--- src/rtl/pe_mac_stream.sv ---
// -----------------------------------------------------------------------------
// pe_mac_stream
//
// Systolic processing element for the LSTM datapath array. The up and left
// operand streams are forwarded down and right with one cycle of latency. When
// both operands are valid they are multiplied and the product is accumulated.
// A last flag on the left stream closes the dot product. The finished sum goes
// into a one-deep output buffer, which is drained with a valid/ready handshake.
//
// Optional feature: define PE_SAT_EN to make the accumulator saturate to the
// ACC_WIDTH range instead of wrapping modulo 2^ACC_WIDTH.
//
// Handshake: a result transfers on any rising edge where acc_valid=1 and
// acc_ready=1. acc_out is stable while acc_valid=1 and acc_ready=0. A result
// arriving while the buffer is full and not being drained is dropped, and this
// sets ovf_err.
//
// Ports:
//   clk, reset               clock, synchronous active-high reset
//   en                       array advance enable (freezes forwarding + MAC)
//   up_data/up_valid         operand from the PE above
//   left_data/left_valid     operand from the PE to the left
//   left_last                closes the current dot product
//   down_data/down_valid     registered copy of the up stream
//   right_data/right_valid/right_last  registered copy of the left stream
//   acc_out/acc_valid        completed dot-product result (acc_valid = buffer FULL)
//   acc_ready                consumer accepts acc_out this cycle
//   ovf_err                  sticky: a finished result was dropped
// -----------------------------------------------------------------------------
module pe_mac_stream #(
    parameter int DATA_WIDTH  = 8,
    parameter int ACC_WIDTH   = 32,
    parameter int SIGNED_MODE = 1
) (
    input  logic                  clk,
    input  logic                  reset,
    input  logic                  en,
    input  logic [DATA_WIDTH-1:0] up_data,
    input  logic                  up_valid,
    input  logic [DATA_WIDTH-1:0] left_data,
    input  logic                  left_valid,
    input  logic                  left_last,
    output logic [DATA_WIDTH-1:0] down_data,
    output logic                  down_valid,
    output logic [DATA_WIDTH-1:0] right_data,
    output logic                  right_valid,
    output logic                  right_last,
    output logic [ACC_WIDTH-1:0]  acc_out,
    output logic                  acc_valid,
    input  logic                  acc_ready,
    output logic                  ovf_err
);

    // The output buffer state is exposed directly as acc_valid.
    typedef enum logic {
        BUF_EMPTY = 1'b0,
        BUF_FULL  = 1'b1
    } buf_state_e;

    // ---------------------------------------------------------------------
    // State
    // ---------------------------------------------------------------------
    buf_state_e            state_q, state_d;
    logic [DATA_WIDTH-1:0] down_data_q, down_data_d;
    logic                  down_valid_q, down_valid_d;
    logic [DATA_WIDTH-1:0] right_data_q, right_data_d;
    logic                  right_valid_q, right_valid_d;
    logic                  right_last_q, right_last_d;
    logic [ACC_WIDTH-1:0]  acc_q, acc_d;
    logic [ACC_WIDTH-1:0]  acc_out_q, acc_out_d;
    logic                  ovf_err_q, ovf_err_d;

    // ---------------------------------------------------------------------
    // Datapath: product, extension, accumulate
    // ---------------------------------------------------------------------
    logic                           fire;
    logic                           close;
    logic                           buf_free;
    logic signed [DATA_WIDTH-1:0]   up_s;
    logic signed [DATA_WIDTH-1:0]   left_s;
    logic signed [2*DATA_WIDTH-1:0] prod_s;
    logic [2*DATA_WIDTH-1:0]        prod_u;
    logic [ACC_WIDTH-1:0]           prod_ext;
    logic [ACC_WIDTH-1:0]           sum;

    assign fire  = en & up_valid & left_valid;
    assign close = fire & left_last;
    // A closing result can be accepted if the buffer is empty or is being
    // drained in this same cycle.
    assign buf_free = (state_q == BUF_EMPTY) || acc_ready;

    assign up_s   = $signed(up_data);
    assign left_s = $signed(left_data);

    always_comb begin
        prod_s = up_s * left_s;
        prod_u = {{DATA_WIDTH{1'b0}}, up_data} * {{DATA_WIDTH{1'b0}}, left_data};
        // Fill the upper bits first, then overlay the full-width product.
        if (SIGNED_MODE != 0) begin
            prod_ext                   = {ACC_WIDTH{prod_s[2*DATA_WIDTH-1]}};
            prod_ext[2*DATA_WIDTH-1:0] = prod_s;
        end else begin
            prod_ext                   = '0;
            prod_ext[2*DATA_WIDTH-1:0] = prod_u;
        end
    end

`ifdef PE_SAT_EN
    localparam logic [ACC_WIDTH-1:0] SMAX = {1'b0, {(ACC_WIDTH-1){1'b1}}};
    localparam logic [ACC_WIDTH-1:0] SMIN = {1'b1, {(ACC_WIDTH-1){1'b0}}};
    localparam logic [ACC_WIDTH-1:0] UMAX = {ACC_WIDTH{1'b1}};

    logic [ACC_WIDTH:0] sum_wide;

    always_comb begin
        sum_wide = {1'b0, acc_q} + {1'b0, prod_ext};
        sum      = sum_wide[ACC_WIDTH-1:0];
        if (SIGNED_MODE != 0) begin
            // Signed overflow: both addends share a sign that the result lost.
            if ((acc_q[ACC_WIDTH-1] == prod_ext[ACC_WIDTH-1]) &&
                (sum_wide[ACC_WIDTH-1] != acc_q[ACC_WIDTH-1])) begin
                sum = acc_q[ACC_WIDTH-1] ? SMIN : SMAX;
            end
        end else begin
            if (sum_wide[ACC_WIDTH]) begin
                sum = UMAX;
            end
        end
    end
`else
    assign sum = acc_q + prod_ext;
`endif

    // ---------------------------------------------------------------------
    // FSM process 1: state register (plus all other flops)
    // ---------------------------------------------------------------------
    always_ff @(posedge clk) begin
        if (reset) begin
            state_q       <= BUF_EMPTY;
            down_data_q   <= '0;
            down_valid_q  <= 1'b0;
            right_data_q  <= '0;
            right_valid_q <= 1'b0;
            right_last_q  <= 1'b0;
            acc_q         <= '0;
            acc_out_q     <= '0;
            ovf_err_q     <= 1'b0;
        end else begin
            state_q       <= state_d;
            down_data_q   <= down_data_d;
            down_valid_q  <= down_valid_d;
            right_data_q  <= right_data_d;
            right_valid_q <= right_valid_d;
            right_last_q  <= right_last_d;
            acc_q         <= acc_d;
            acc_out_q     <= acc_out_d;
            ovf_err_q     <= ovf_err_d;
        end
    end

    // ---------------------------------------------------------------------
    // FSM process 2: next-state and datapath next values
    // ---------------------------------------------------------------------
    always_comb begin
        state_d = state_q;
        unique case (state_q)
            BUF_EMPTY: if (close) state_d = BUF_FULL;
            BUF_FULL: begin
                if (close)          state_d = BUF_FULL;
                else if (acc_ready) state_d = BUF_EMPTY;
            end
            default: state_d = BUF_EMPTY;
        endcase
    end

    always_comb begin
        down_data_d   = down_data_q;
        down_valid_d  = down_valid_q;
        right_data_d  = right_data_q;
        right_valid_d = right_valid_q;
        right_last_d  = right_last_q;
        acc_d         = acc_q;
        acc_out_d     = acc_out_q;
        ovf_err_d     = ovf_err_q;

        // Data registers load regardless of valid so they stay deterministic.
        if (en) begin
            down_data_d   = up_data;
            down_valid_d  = up_valid;
            right_data_d  = left_data;
            right_valid_d = left_valid;
            right_last_d  = left_last;
        end

        if (fire) begin
            acc_d = left_last ? '0 : sum;
        end

        if (close) begin
            if (buf_free) begin
                acc_out_d = sum;
            end else begin
                ovf_err_d = 1'b1;
            end
        end
    end

    // ---------------------------------------------------------------------
    // FSM process 3: outputs
    // ---------------------------------------------------------------------
    always_comb begin
        acc_valid = (state_q == BUF_FULL);
    end

    assign down_data   = down_data_q;
    assign down_valid  = down_valid_q;
    assign right_data  = right_data_q;
    assign right_valid = right_valid_q;
    assign right_last  = right_last_q;
    assign acc_out     = acc_out_q;
    assign ovf_err     = ovf_err_q;

endmodule

--- config.mk ---
export PLATFORM = sky130hd
export DESIGN_NAME = pe_mac_stream
export DESIGN_NICKNAME = d
export VERILOG_FILES = /design/src/rtl/pe_mac_stream.sv
export SDC_FILE = /design/constraint.sdc
export NUM_CORES = 1
export LEC_CHECK = 0
export CAP_MARGIN = 20
export CORE_ASPECT_RATIO = 1.5
export CORE_MARGIN = 4
export CORE_UTILIZATION = 55
export CTS_CLUSTER_SIZE = 12
export DETAILED_ROUTE_END_ITERATION = 16
export GPL_TIMING_DRIVEN = 0
export PLACE_DENSITY = 0.79
export SKIP_CTS_REPAIR_TIMING = 1
export SYNTH_ARGS = -nofsm -noshare
export SYNTH_HDL_FRONTEND = slang
export SYNTH_SLANG_ARGS = --single-unit
export TNS_END_PERCENT = 20
--- constraint.sdc ---
create_clock -name clk -period 8.9 [get_ports clk]
set_input_delay 1.78 -clock clk [delete_from_list [all_inputs] [get_ports clk]]
set_output_delay 1.78 -clock clk [all_outputs]
set_load 0.005 [all_outputs]
* Word-level counts from Yosys, hierarchy flattened *
Cells that the tools add are included.

operators by class
  add/sub/neg operators = 1
  muxes and demuxes = 5
  reductions and logical operators = 3
  multiply operators = 1
  bitwise operators = 5

operators by type and width
  kind                             count
  adder 32 bit                     1
  two-way mux 32 bit               1
  multiplier 8 x 8 -> 16 bit       1
  AND reduction 2 bit              2
  AND 1 bit                        3
  two-way mux 1 bit                3
  inverter 1 bit                   2
  case mux 1 bit (2 select lines)  1
  logical OR 1 bit                 1

storage, ports and cells
  register bits = 85
  output and inout port bits = 53
  input bits = 23

* Longest topological paths before layout *
  depth after elaboration = 5
  gate-level depth with buffers = 31
  mapped depth without buffers = 31

* Worst setup path before layout *
No wires, ideal clock.

  path kind = in2reg
  start point = in up_data[3]
  end point = reg acc_q[31]
  data required time = 8.826 ns
  slack = 0.686 ns
  stages = 27
  data arrival time = 8.140 ns
  cells stage by stage = and2_1 -> fa_1 -> inv_1 -> fa_1 -> inv_1 -> fa_1 -> inv_1 -> fa_1 -> inv_1 -> ha_1 -> o21ai_0 -> nor2_1 -> or4_1 -> nand4_1 -> a31oi_1 -> xnor2_2 -> ha_1 -> a211oi_1 -> o21bai_1 -> nor3_2 -> nand3_2 -> a41oi_4 -> o21ai_2 -> nand2b_1 -> a32o_1 -> or4_1 -> a31oi_1

between the ends
  longest elaborated chain between the ends = 3

ends and longest elaborated chain
  what                        RTL line  source
  from (decl)                 38        input logic [DATA_WIDTH-1:0] up_data,
  multiplier 8 x 8 -> 16 bit  96        prod_s = up_s * left_s;
  adder 32 bit                131       assign sum = acc_q + prod_ext;
  two-way mux 32 bit          196       acc_d = left_last ? '0 : sum;
  to (signal assigned)        145       acc_q <= '0;
  to (signal assigned)        155       acc_q <= acc_d;
  to (decl)                   69        logic [ACC_WIDTH-1:0] acc_q, acc_d;

Every way passes these cells.
A chain may end at the register's enable or synchronous reset.

* Final worst setup path *
Same ends and word-level chain as after synthesis.

==> reports/results.tsv <==
stage	metric	value	unit
run_status	status	complete, no violations	
sta	Min Hold Slack	0.4529	ns
route	Total Wirelength	17360	µm
route	drt wl/cell	16.12	µm
grt	GRT Overall Usage	0.2451	
sta	Clock Skews	0.007184	ns
route	DRT Pass-1 Iters	5	
route	initial detailed-routing violation count	195	
pwr	leakage	3.877	nW
hold_path	Hold Path Stages	2	
cts	Num CTS Buffers	9	
cts	Clock Pin Slew Worst Setup and Hold Paths	0.07	ns
route	Residual DRC	0	
die	initial core utilization	0.5645	
yosys	Yosys cell types	59	
final_layout	ant diodes	0	
yosys	Post-Synthesis Cell Area	7098	µm²
yosys	Yosys reg bits	85	
yosys	mux contribution to synthesized area	0.03120	
die	die area	14820	µm²
cts	H-Tree Depth	3	
pwr	Gate power share	0.754	
yosys	post-synthesis share of cell area spent on xor and xnor gates	0.05165	
sta	Final Hold Viols	0	
cts	worst-skew pair later-pin latency	0.35	ns
grt	total grt overflow	0	
yosys	syn_nets	970	
grt	antenna violations before repair	0	
yosys	Post-synth EDFFs	0	
grt	met3 usage	0.03848	
worst_setup_path	Worst path max stage delay	0.55	ns
worst_setup_path	CP startpoint kind	primary input	
worst_setup_path	worst-path fanout max	9	
pwr	cell area power density	420.1	nW/µm²
yosys	Avg Cell Area, Syn	8.562	µm²
cts	Max Buffers Root-to-Sink	2	
yosys	Cells after Synth	829	
worst_setup_path	element type at the critical path end	flop	
grt	number of global-route vias before repair	6319	
sta	worst slew pin tran	0.8493	ns
place	GPL Wtd Cong	0.9298	
hold_path	HP Start	acc_out[8]$_SDFFE_PP0P_	
worst_setup_path	Reg2Reg Setup Slack	5.76	ns
sta	final cycle utilization of the critical path	0.9449	
final_layout	Total Nets Final	1057	
grt	met2 GRT Util	0.4380	
die	# rows	50	
yosys	largest family of logic cells by synthesized area	adder cells	
worst_setup_path	FF-to-FF Start	acc_q[0]$_SDFFE_PP0P_	
sta	Slew HR	0.4338	
cts	CTS root buf	clkbuf_16	
die	Die W	100.8	µm
worst_setup_path	Worst EP required	9.18	ns
final_layout	share of cells above drive strength 1	0.04886	
route	detailed-route via count	6092	
worst_setup_path	Reg-to-Reg End	acc_q[30]$_SDFFE_PP0P_	
route	Post-DRT Antenna Nets	0	
die	core box area	12570	µm²
pwr	Clock Power Share	0.115	
grt	first-pass GRT wire length	29260	µm
cts	TritonCTS clock tree	yes	
pwr	Pint	1.786	mW
hold_path	Hold WC Path Type	flop to flop	
place	DPL Wire Length	13420	µm
sta	min Tclk post-route	8.410	ns
sta	final setup fails	0	
yosys	register area share after synthesis	0.2397	
yosys	fraction of registers with async set/reset	0	
worst_setup_path	CP max stage cell	fa_1	
pwr	overall power	3.537	mW
yosys	YS warnings	0	
worst_setup_path	cells on worst reg2reg path	13	
pwr	Psw	1.752	mW
cts	Num Clock Sinks	85	
sta	fin. max-slew vios	0	
pwr	Seq pwr share	0.130	
pwr	Sw Ratio	0.4952	
flow_run	Max-Cap Viols	0	
yosys	post-synthesis simple-gate area fraction	0.1833	
yosys	Compound-Gate Fraction of Synth Area	0.1579	
worst_setup_path	crit path DAT	8.69	ns
yosys	Adder-Cell Fraction of Synth Area	0.2672	
sta	RSZ-0062 raised after global routing	no	
final_layout	area grow syn2layout	18.63	%
route	via/cell ratio	5.656	
sta	Highest Clock Rate	0.1189	GHz
grt	largest net degree at the start of global routing	20	
pwr	Peak VDD IR	343.1	µV
hold_path	hold worst-path end	acc_out[8]$_SDFFE_PP0P_	
yosys	ys flop type	dfxtp_1	
place	IO Port Bufs	74	
sta	setup TNS	0	ns
grt	GRT busiest layer	met2	
die	IO Count	76	
worst_setup_path	critical path class	primary input to flop	
die	Die H	147.1	µm
grt	met1 GRT Util	0.2743	
-- cell usage in the layout (no fill, tap or decap), types with 3 or more instances in the layout --
cell type	count
nand2b_1	5
o21bai_1	7
a21o_1	14
nand3_1	10
clkbuf_16	9
clkbuf_1	21
a32o_1	4
and2_1	46
and3_1	7
o21a_1	6
clkdlybuf4s50_1	58
nor2_1	73
nand4_1	6
a211oi_1	8
nor2b_1	15
o21ai_0	16
dlymetal6s2s_1	15
buf_4	4
fa_1	56
xnor2_1	31
inv_1	97
a21oi_1	67
a31oi_1	5
nor3_1	8
xor2_1	9
or2_2	3
ha_1	62
nand2_1	82
mux2i_1	21
a22oi_1	20
dfxtp_1	85
a31o_2	5
-- area by class of cell --
class	instances	area, µm²
Buffer	27	125.1
Clock buffer	11	252.7
Clock inverter	5	65.06
Fill cell	1039	4154
Inverter	97	364.1
Multi-Input combinational cell	620	4928
Sequential cell	85	1702
Tap cell	156	195.2
Timing Repair Buffer	76	788.3
-- worst max-delay path: cells and delay by family --
family	cells	cell delay [ns]
adder cells (fa/ha/maj)	6	2.75
AND/OR/NAND/NOR	8	1.79
AO/OA/AOI/OAI	8	1.55
buffers and inverters	5	0.44
XOR/XNOR	1	0.35
-- routing by layer --
layer / share of wire / routed length (µm) / vias up
met5: 0 / 0 / -
met4: 0.047 / 821 / 0
met3: 0.049 / 857 / 65
met2: 0.52 / 8987 / 179
met1: 0.39 / 6693 / 2901
li1: - / - / 2947
-- stage by stage --
| step | cells | area (µm²) | worst slack (ns) | util |
|---|---|---|---|---|
| floorplan | 829 | 7098 | 0.6861 | - |
| global placement | 1059 | 8034 | -0.7963 | 0.6389 |
| detailed placement | 1059 | 8034 | -0.8090 | 0.6389 |
| CTS | 1075 | 8352 | -0.4848 | 0.6642 |
| global route | 1077 | 8421 | 0.01635 | 0.6697 |
| finish | 1077 | 8421 | 0.4902 | 0.6697 |
-- worst max path at each step --
stage,slack [ns],end,from,depth (start not counted)
after floorplan,0.69,acc_q[31]$_SDFFE_PP0P_,up_data[3],27
final,0.49,acc_q[31]$_SDFFE_PP0P_,up_data[3],28
after global placement,-0.80,acc_q[31]$_SDFFE_PP0P_,left_data[7],27
after global routing,0.02,acc_q[31]$_SDFFE_PP0P_,left_data[3],26
after CTS,-0.48,acc_q[31]$_SDFFE_PP0P_,left_data[7],27
after detailed placement,-0.81,acc_q[31]$_SDFFE_PP0P_,left_data[7],27
-- state kept, by name, summed over array words and instances (netlist names) --
signal,cells
down_valid,1
ovf_err,1
acc_out,32
acc_valid,1
right_valid,1
right_data,8
right_last,1
down_data,8
acc_q,32
-- cells by family after synthesis --
| family | Yosys count |
|---|---|
| AO/OA/AOI/OAI | 170 |
| XOR/XNOR | 41 |
| AND/OR/NAND/NOR | 269 |
| flip-flops | 85 |
| buffers and inverters | 124 |
| adder cells (fa/ha/maj) | 118 |
| multiplexers | 22 |
-- power groups by stage --
stage	sequential (mW)	combinational [mW]	clock [mW]
floorplan	0.467	2.01	0
global placement	0.467	2.51	0
detailed placement	0.469	2.54	0
CTS	0.460	2.57	0.411
global route	0.466	2.99	0.430
finish	0.461	2.67	0.408
-- synth_stat cells (8+ instances only) --
cell | count | share of area
fa_1 | 56 | 0.16
a22oi_1 | 20 | 0.021
a21o_1 | 14 | 0.015
nand3_1 | 10 | 0.0071
a21oi_1 | 68 | 0.048
mux2i_1 | 21 | 0.030
nor2b_1 | 15 | 0.013
xnor2_1 | 31 | 0.038
clkbuf_1 | 21 | 0.011
o21ai_0 | 16 | 0.011
xor2_1 | 9 | 0.011
inv_1 | 97 | 0.051
nor3_1 | 8 | 0.0056
nor2_1 | 73 | 0.039
ha_1 | 62 | 0.11
and2_1 | 46 | 0.041
nand2_1 | 82 | 0.043
dfxtp_1 | 85 | 0.24
a211oi_1 | 8 | 0.0085
Power figures use the tool's default switching activity.
